`config.mk`:
```
export PLATFORM = sky130hd
export DESIGN_NAME = adder48_seq_ctrl
export DESIGN_NICKNAME = d
export VERILOG_FILES = /design/src/rtl/adder48_seq_ctrl.sv
export SDC_FILE = /design/constraint.sdc
export NUM_CORES = 1
export LEC_CHECK = 0
export CORE_MARGIN = 2
export CORE_UTILIZATION = 49
export DETAILED_ROUTE_END_ITERATION = 6
export PLACE_DENSITY = 0.85
export SETUP_SLACK_MARGIN = 0.5
export SLEW_MARGIN = 0
export SYNTH_ARGS = -nofsm -noshare
export SYNTH_HDL_FRONTEND = slang
export SYNTH_SLANG_ARGS = --single-unit
```
`constraint.sdc`:
```
create_clock -name clk -period 6 [get_ports clk]
set_clock_uncertainty 0.1 [all_clocks]
set_input_delay 1.2 -clock clk [delete_from_list [all_inputs] [get_ports clk]]
set_output_delay 1.2 -clock clk [all_outputs]
set_load 0.02 [all_outputs]
```
`src/rtl/adder48_seq_ctrl.sv`:
```
`timescale 1ns/1ps
// adder48_seq_ctrl
//
// Performs a W-bit add (W = SLICE_W * NUM_SLICES, 48 by default) by sending
// one SLICE_W-bit slice per cycle through a single shared external adder. The
// slice carry-out is registered and returned as the carry-in of the next slice.
// This trades latency for area compared with NUM_SLICES parallel adders.
//
// Handshakes (both ports): a transfer happens on a rising clk edge where
// valid and ready are both 1. The producer holds its payload stable while
// valid=1 and ready=0. out_valid stays high with a stable payload until
// out_ready is seen.
//
// Ports
//   clk, rst           clock; synchronous active-high reset
//   in_valid/in_ready  operand request handshake
//   in_a, in_b, in_c0  W-bit operands and carry-in, latched at accept
//   out_valid/out_ready result handshake
//   out_s, out_c48     W-bit sum and carry-out of the top slice
//   out_zero           out_s == 0
//   out_ovf            signed overflow of the latched operands
//   busy               controller is not idle
//   slice_a/b/cin      operands driven to the shared adder slice (zero outside RUN)
//   slice_s/cout       combinational result returned by the shared adder slice
//   dbg_state          current FSM state, for observation only
module adder48_seq_ctrl #(
    parameter int SLICE_W    = 16,
    parameter int NUM_SLICES = 3,
    localparam int W         = SLICE_W * NUM_SLICES
) (
    input  logic               clk,
    input  logic               rst,
    input  logic               in_valid,
    output logic               in_ready,
    input  logic [W-1:0]       in_a,
    input  logic [W-1:0]       in_b,
    input  logic               in_c0,
    output logic               out_valid,
    input  logic               out_ready,
    output logic [W-1:0]       out_s,
    output logic               out_c48,
    output logic               out_zero,
    output logic               out_ovf,
    output logic               busy,
    output logic [SLICE_W-1:0] slice_a,
    output logic [SLICE_W-1:0] slice_b,
    output logic               slice_cin,
    input  logic [SLICE_W-1:0] slice_s,
    input  logic               slice_cout,
    output logic [1:0]         dbg_state
);

    localparam int CNT_W = (NUM_SLICES > 1) ? $clog2(NUM_SLICES) : 1;
    localparam logic [CNT_W-1:0] LAST_CNT = CNT_W'(NUM_SLICES - 1);

    typedef enum logic [1:0] {
        ST_IDLE = 2'd0,
        ST_RUN  = 2'd1,
        ST_DONE = 2'd2
    } state_t;

    state_t             r_state;
    logic [CNT_W-1:0]   r_cnt;
    logic [W-1:0]       r_op_a;
    logic [W-1:0]       r_op_b;
    logic               r_carry;
    logic [W-1:0]       r_res;
    logic               r_c_out;

    logic [SLICE_W-1:0] w_slice_a;
    logic [SLICE_W-1:0] w_slice_b;
    logic               w_slice_cin;

    always_ff @(posedge clk) begin
        if (rst) begin
            r_state <= ST_IDLE;
            r_cnt   <= '0;
            r_op_a  <= '0;
            r_op_b  <= '0;
            r_carry <= 1'b0;
            r_res   <= '0;
            r_c_out <= 1'b0;
        end else begin
            case (r_state)
                ST_IDLE: begin
                    if (in_valid) begin
                        r_op_a  <= in_a;
                        r_op_b  <= in_b;
                        r_carry <= in_c0;
                        r_cnt   <= '0;
                        r_state <= ST_RUN;
                    end
                end
                ST_RUN: begin
                    // One slice per cycle, least significant first; the slice
                    // carry-out becomes the carry-in of the next slice.
                    r_res[r_cnt*SLICE_W +: SLICE_W] <= slice_s;
                    r_carry <= slice_cout;
                    if (r_cnt == LAST_CNT) begin
                        r_c_out <= slice_cout;
                        r_cnt   <= '0;
                        r_state <= ST_DONE;
                    end else begin
                        r_cnt <= r_cnt + 1'b1;
                    end
                end
                ST_DONE: begin
                    // Returning to IDLE first keeps result handshake and
                    // operand accept in separate cycles.
                    if (out_ready) begin
                        r_state <= ST_IDLE;
                    end
                end
                default: begin
                    r_state <= ST_IDLE;
                end
            endcase
        end
    end

    // The shared slice only sees live operands while running, so the adder
    // inputs are quiet (all zero) whenever it is not in use.
    always_comb begin
        w_slice_a   = '0;
        w_slice_b   = '0;
        w_slice_cin = 1'b0;
        if (r_state == ST_RUN) begin
            w_slice_a   = r_op_a[r_cnt*SLICE_W +: SLICE_W];
            w_slice_b   = r_op_b[r_cnt*SLICE_W +: SLICE_W];
            w_slice_cin = r_carry;
        end
    end

    assign slice_a   = w_slice_a;
    assign slice_b   = w_slice_b;
    assign slice_cin = w_slice_cin;

    assign in_ready  = (r_state == ST_IDLE);
    assign out_valid = (r_state == ST_DONE);
    assign busy      = (r_state != ST_IDLE);
    assign dbg_state = r_state;

    // Result flags are decoded from registers; they are only meaningful
    // while out_valid=1 because r_res is rewritten slice by slice in RUN.
    assign out_s    = r_res;
    assign out_c48  = r_c_out;
    assign out_zero = (r_res == '0);
    assign out_ovf  = (r_op_a[W-1] == r_op_b[W-1]) && (r_res[W-1] != r_op_a[W-1]);

endmodule

```
==> parameters.txt, run 1 <==
Parameter                              Value

STA
  Final hold vios    0
  Period utilization    66.8%
  Actual transition at the worst max-transition pin    1.06 ns
  Setup repair after global routing missed its margin    false
  Final Critical Period    4.01 ns
  Number of max-slew violations in the final report    0
  Slew HR    28.7%
  Maximum clock frequency    250 MHz
  Final setup TNS    0 ns
  Setup ws final    1.99 ns
  Setup Viol. Count Final    0

Drt
  DR vias/cell    5.44
  Count of vias placed by the detailed router    6132
  Drt pass-1 iters    5
  DRT antenna net count    0
  Routed wirelength normalized by instance count    16.7 um
  Routed Wire Length    18.8 mm
  DRC violation total after the first TritonRoute iteration    529
  Post-route DRC violation count    0

Layout
  Top library cells by usage in the layout, fill and taps aside    nand2_1 (262), clkdlybuf4s50_1 (205), dfxtp_1 (149)
  Total area of sequential cells    3000 um2
  Total number of nets in the final design    1065
  Multi-input combinational cell area    2930 um2
  Number of fillers in the final layout    995
  Fraction of layout instances using a drive strength above 1    6.81%
  Antenna Diode Count    0
  Synthesis-to-finish area growth    43.2%
  Most common library cell in the layout ignoring fill and taps    nand2_1

Worst setup path
  Register-to-register path setup slack    2.52 ns
  Depth of the most critical reg-to-reg path    6
  Startpoint of the most critical register-to-register path    r_cnt[1]
  Capture point of the worst reg-to-reg path    out_s[38]
  Top fanout value on the critical path    41
  Endpoint type of the worst setup path    output pin
  Required time of the critical path    4.70 ns
  Critical path startpoint category    register
  Arrival time worst endpoint    2.71 ns
  Category of the most critical setup path    register to output pin

Min path
  Endpoint of the worst hold path    r_op_a[34]
  Class of the tightest hold or removal check    register to register
  Startpoint of the most critical hold path    r_op_a[34]
  WHS Path Cells    2

Placed design
  Detailed-placement wirelength estimate    12.8 mm
  Placer congestion estimate    0.885
  Post-Place Worst Slack    2.48 ns
  Quantity of I/O buffers inserted on ports    206

GRT
  Global-route total usage across every layer    27.4%
  Met3 Track Usage GR    8.30%
  GR met2 Demand/Resource    44.3%
  Remaining global-route overflow    0
  Largest net degree at the start of global routing    70
  First-pass GRT wire length    28.6 mm
  Number of global-route vias before repair    5750
  Met1 demand-to-capacity share in global routing    33.9%
  Highest-utilization routing layer at the global route stage    met2
  Antenna violations before repair    0

Clock tree
  Root buf cell    clkbuf_16
  Number of clock buffers inserted by TritonCTS    17
  Setup Fix Bufs, Post-CTS    0
  Clock slew at the register clock pins of the worst setup and hold paths    0.06 ns
  Sink count of the clock tree    150
  Worst skew pair latency    0.42 ns
  Number of hold-repair buffers added at the cts stage    0
  H-tree levels    4
  CTS tree    built
  Buffers from clock root to sink, at most    2
  Number of gates given a new drive strength after cts    0

Yosys
  Combined area of all synthesized cells    6190 um2
  Post-synthesis cell count    768
  Post-Syn Area per Cell    8.06 um2
  Distinct cell type count of the synthesized netlist    33
  Flip-flop and latch count after synthesis    150
  Number of warnings reported in the yosys synthesis log    0
  Fraction of the yosys area taken by sequential cells    48.5%
  Share of synthesized registers carrying an async set or reset    0%
  Number of synthesized flops with an enable pin    0
  Nets in the synthesized netlist    891
  Post-synth top flop    dfxtp_1

Power
  Peak VDD IR    0.258 mV
  Pwr per Cell Area    280 nW/um2
  Static leakage power    3.20 nW

Floorplan
  Area of the core region    12500 um2
  Die Area    13600 um2
  Std cell rows    41
  IO Pins    207
  Chip Height    116 um
  Die Width    116 um
  Initial Utilization    49.7%

Run
  Max Cap Violations    0

Run status
  Outcome    complete, no violations
-- power breakdown --
part	total [W]	switching [W]	internal (W)
Clock	0.00104	0.000398	0.000641
Sequential	0.00108	0.0000356	0.00105
Combinational	0.000361	0.000190	0.000171
Total	0.00248	0.000623	0.00186
-- layer usage --
metal,wire length (um),part of all wire [%],up-vias
li1,-,-,2946
met1,7690,41,2865
met2,8840,47,285
met3,1770,9.4,36
met4,508,2.7,0
met5,0,0,-
-- worst max-delay path by stage --
stage	start	end	slack (ns)	depth (start not counted)
after floorplan	r_cnt[1]	slice_b[10]	3.18	6
final	r_cnt[0]	slice_a[1]	1.99	5
after CTS	r_cnt[0]	slice_a[1]	1.99	5
after detailed placement	r_cnt[0]	slice_b[8]	2.48	5
after global placement	r_cnt[0]	slice_b[8]	2.51	5
after global routing	r_cnt[0]	slice_a[1]	1.86	5
-- registers in the layout, indices dropped and copies added, names as in the netlist --
name / flops
out_s: 48
r_op_a: 48
r_op_b: 48
dbg_state: 2
r_cnt: 2
out_c48: 1
r_carry: 1
-- cell usage after synthesis (5+ instances only) --
cell type	instances	area, um2
o22a_1	15	131
a21oi_1	136	681
a22o_1	32	280
nor2_1	17	63.8
buf_2	15	75.1
mux2i_1	15	150
ha_1	5	62.6
dfxtp_1	150	3000
clkbuf_1	39	146
nor4_1	12	75.1
mux2_2	17	191
nand2_1	262	983
nand3_1	20	100
-- cells by family after synthesis --
logic type                 after synthesis  synth area share, %
and+or+nand+nor                        331                 22.6
AOI/OAI and AO/OA                      186                 18.0
DFF                                    150                 48.5
buffers and inverters                   64                 4.42
muxes                                   32                 5.52
adders and majority gates                5                 1.01
-- area by class of cell --
class,count,share of cell area (%)
multi-input combinational,554,33.0
clock inverter,9,1.13
sequential,150,33.9
timing repair buffer,215,24.0
inverter,4,0.169
clock buffer,23,5.39
tap,172,2.43
-- critical path, stage by stage, from the launching register on --
cell and delay, ns:
dfxtp_2 0.55, buf_4 0.55, mux2i_1 0.17, o22a_1 0.22
nor2_1 0.10, clkdlybuf4s50_1 0.68
-- metrics by stage --
| step | cell area, um2 | instances | hold slack, ns | total power [W] | utilization (%) |
|---|---|---|---|---|---|
| 2_1_floorplan | 6190 | 768 | 0.333 | 0.00129 | - |
| 3_3_place_gp | 8290 | 1095 | 0.341 | 0.00145 | 66.5 |
| 3_5_place_dp | 8290 | 1095 | 0.346 | 0.00146 | 66.5 |
| 4_1_cts | 8870 | 1127 | 0.354 | 0.00249 | 71.1 |
| 5_1_grt | 8870 | 1127 | 0.376 | 0.00257 | 71.1 |
| 6_report | 8870 | 1127 | 0.353 | 0.00248 | 71.1 |
No activity file was read; power rests on OpenSTA's default activity.
==> run 2: changes to the inputs <==
Settings changed: CORE_UTILIZATION 49 to 46, PLACE_DENSITY 0.85 to 0.8.
Clock period 6 ns to 4 ns, I/O delays scaled along.
==> run 2 against run 1 <==
Against the previous run:
- die area increased by 6.3%
- largest power group is now clock
- worst hold slack hardly changed
- highest routed layer unchanged
- worst setup slack lost 1.2 ns
- sequential power is 50% higher
- critical path depth fell by 2
- flip-flop and latch count unchanged
- register-to-register slack got worse by 1.5 ns
- clock-buffer cell count shrank 1
- critical endpoint is now slice_b[15]
- utilization fell by 3.0 points
- critical path type unchanged
==> parameters.txt, run 2 (synthesis results as in run 1) <==
Parameter                              Value

Run status
  Outcome    complete, no violations

Layout
  Layout Cell Area excl Fill    8990 um2
  Antenna Diode Count    0
  Total area of sequential cells    3010 um2
  Total number of nets in the final design    1067
  Multi-input combinational cell area    2930 um2
  Number of fillers in the final layout    1083
  Top library cells by usage in the layout, fill and taps aside    nand2_1 (262), clkdlybuf4s50_1 (205), dfxtp_1 (149)
  Finished Core Util    68.1%
  Fraction of layout instances using a drive strength above 1    7.01%
  Synthesis-to-finish area growth    45.1%
  Most common library cell in the layout ignoring fill and taps    nand2_1

Floorplan
  Die Area    14400 um2
  IO Pins    207
  Chip Height    120 um
  Die Width    120 um
  Initial Utilization    46.9%
  Std cell rows    42
  Area of the core region    13200 um2

STA
  Maximum clock frequency    308 MHz
  Final hold vios    0
  Final Critical Period    3.25 ns
  Actual transition at the worst max-transition pin    0.947 ns
  Final setup TNS    0 ns
  Setup Viol. Count Final    0
  Setup repair after global routing missed its margin    false
  Period utilization    81.2%
  Number of max-slew violations in the final report    0
  Slew HR    36.9%

Worst setup path
  Endpoint type of the worst setup path    output pin
  Launching element of the worst setup path    dbg_state[0]
  Arrival time worst endpoint    2.35 ns
  Category of the most critical setup path    register to output pin
  Critical path startpoint category    register
  Required time of the critical path    3.10 ns
  Top fanout value on the critical path    38
  Startpoint of the most critical register-to-register path    r_cnt[1]

Clock tree
  Buffers from clock root to sink, at most    2
  Worst skew pair latency    0.42 ns
  Setup Fix Bufs, Post-CTS    0
  Root buf cell    clkbuf_16
  Sink count of the clock tree    150
  CTS tree    built
  H-tree levels    4
  Clock slew at the register clock pins of the worst setup and hold paths    0.06 ns
  Number of hold-repair buffers added at the cts stage    0
  Number of clock buffers inserted by TritonCTS    17

Drt
  Drt pass-1 iters    5
  Routed wirelength normalized by instance count    15.8 um
  Routed Wire Length    17.8 mm
  Post-route DRC violation count    0
  DRC violation total after the first TritonRoute iteration    440
  Count of vias placed by the detailed router    5996
  DRT antenna net count    0
  DR vias/cell    5.30

Placed design
  Placer congestion estimate    0.854
  Detailed-placement wirelength estimate    12.2 mm
  Area after DPL    8330 um2
  Quantity of I/O buffers inserted on ports    206

GRT
  Antenna violations before repair    0
  First-pass GRT wire length    28.2 mm
  Largest net degree at the start of global routing    90
  Global-route total usage across every layer    24.8%
  Remaining global-route overflow    0
  Number of global-route vias before repair    5559

Power
  Pwr per Cell Area    435 nW/um2
  Static leakage power    3.26 nW
  Peak VDD IR    0.254 mV

Run
  Max Cap Violations    0

Min path
  Startpoint of the most critical hold path    r_op_b[22]
  Class of the tightest hold or removal check    register to register
-- run 2: changes by cell type in the layout (fill, tap and decap cells not counted) --
cell	before	now
clkinvlp_4	2	1
nand2b_4	0	1
nand2b_2	1	0
clkinv_2	5	3
buf_12	0	2
bufinv_16	2	5
dfxtp_2	1	0
clkbuf_1	3	2
dfxtp_4	0	1
-- run 2: through the flow --
| stage | total power [W] | setup slack [ns] | cells | hold WS, ns |
|---|---|---|---|---|
| 4_1_cts | 0.00394 | 0.544 | 1132 | 0.352 |
| 2_1_floorplan | 0.00194 | 1.21 | 768 | 0.333 |
| 3_5_place_dp | 0.00220 | 0.961 | 1101 | 0.347 |
| 6_report | 0.00391 | 0.752 | 1132 | 0.352 |
| 3_3_place_gp | 0.00219 | 0.962 | 1101 | 0.339 |
| 5_1_grt | 0.00406 | 0.604 | 1132 | 0.366 |
-- run 2: worst paths after layout --
path | endpoint | slack, ns | cells after the start
max | slice_b[15] | 0.75 | 3
max reg2reg | out_s[16] | 1.02 | 5
min reg2reg | r_op_b[22] | 0.35 | 2
min | r_op_b[22] | 0.35 | 2
-- run 2: layer usage --
layer,vias up,GRT usage (%),routed length [um]
li1,2957,-,-
met3,35,7.89,1590
met2,249,39.0,8290
met5,-,0,0
met4,0,10.7,425
met1,2755,31.4,7530
-- run 2: layout make-up --
type / count / area share [%]
Clock buffer: 22 / 5.28
Clock inverter: 9 / 1.92
Inverter: 4 / 0.167
Multi-Input combinational cell: 554 / 32.6
Sequential cell: 150 / 33.5
Tap cell: 176 / 2.45
Timing Repair Buffer: 217 / 24.1
-- run 2: power by group --
part	leakage [nW]	switching, W	internal (W)
registers	1.23	0.0000540	0.00157
clock network	0.316	0.000594	0.00115
logic	1.71	0.000277	0.000264
total	3.26	0.000924	0.00298
-- run 2: critical path, stage by stage, from the launching register on --
cell and delay, ns:
dfxtp_1 0.56, nand2b_4 0.37, a21oi_1 0.33, clkdlybuf4s50_1 0.66
-- run 2: repair_timing --
item                                   4_1_cts  5_1_grt
setup endpoints to repair                    1       10
resized for setup                            1        1
endpoints found under the hold margin        0        0
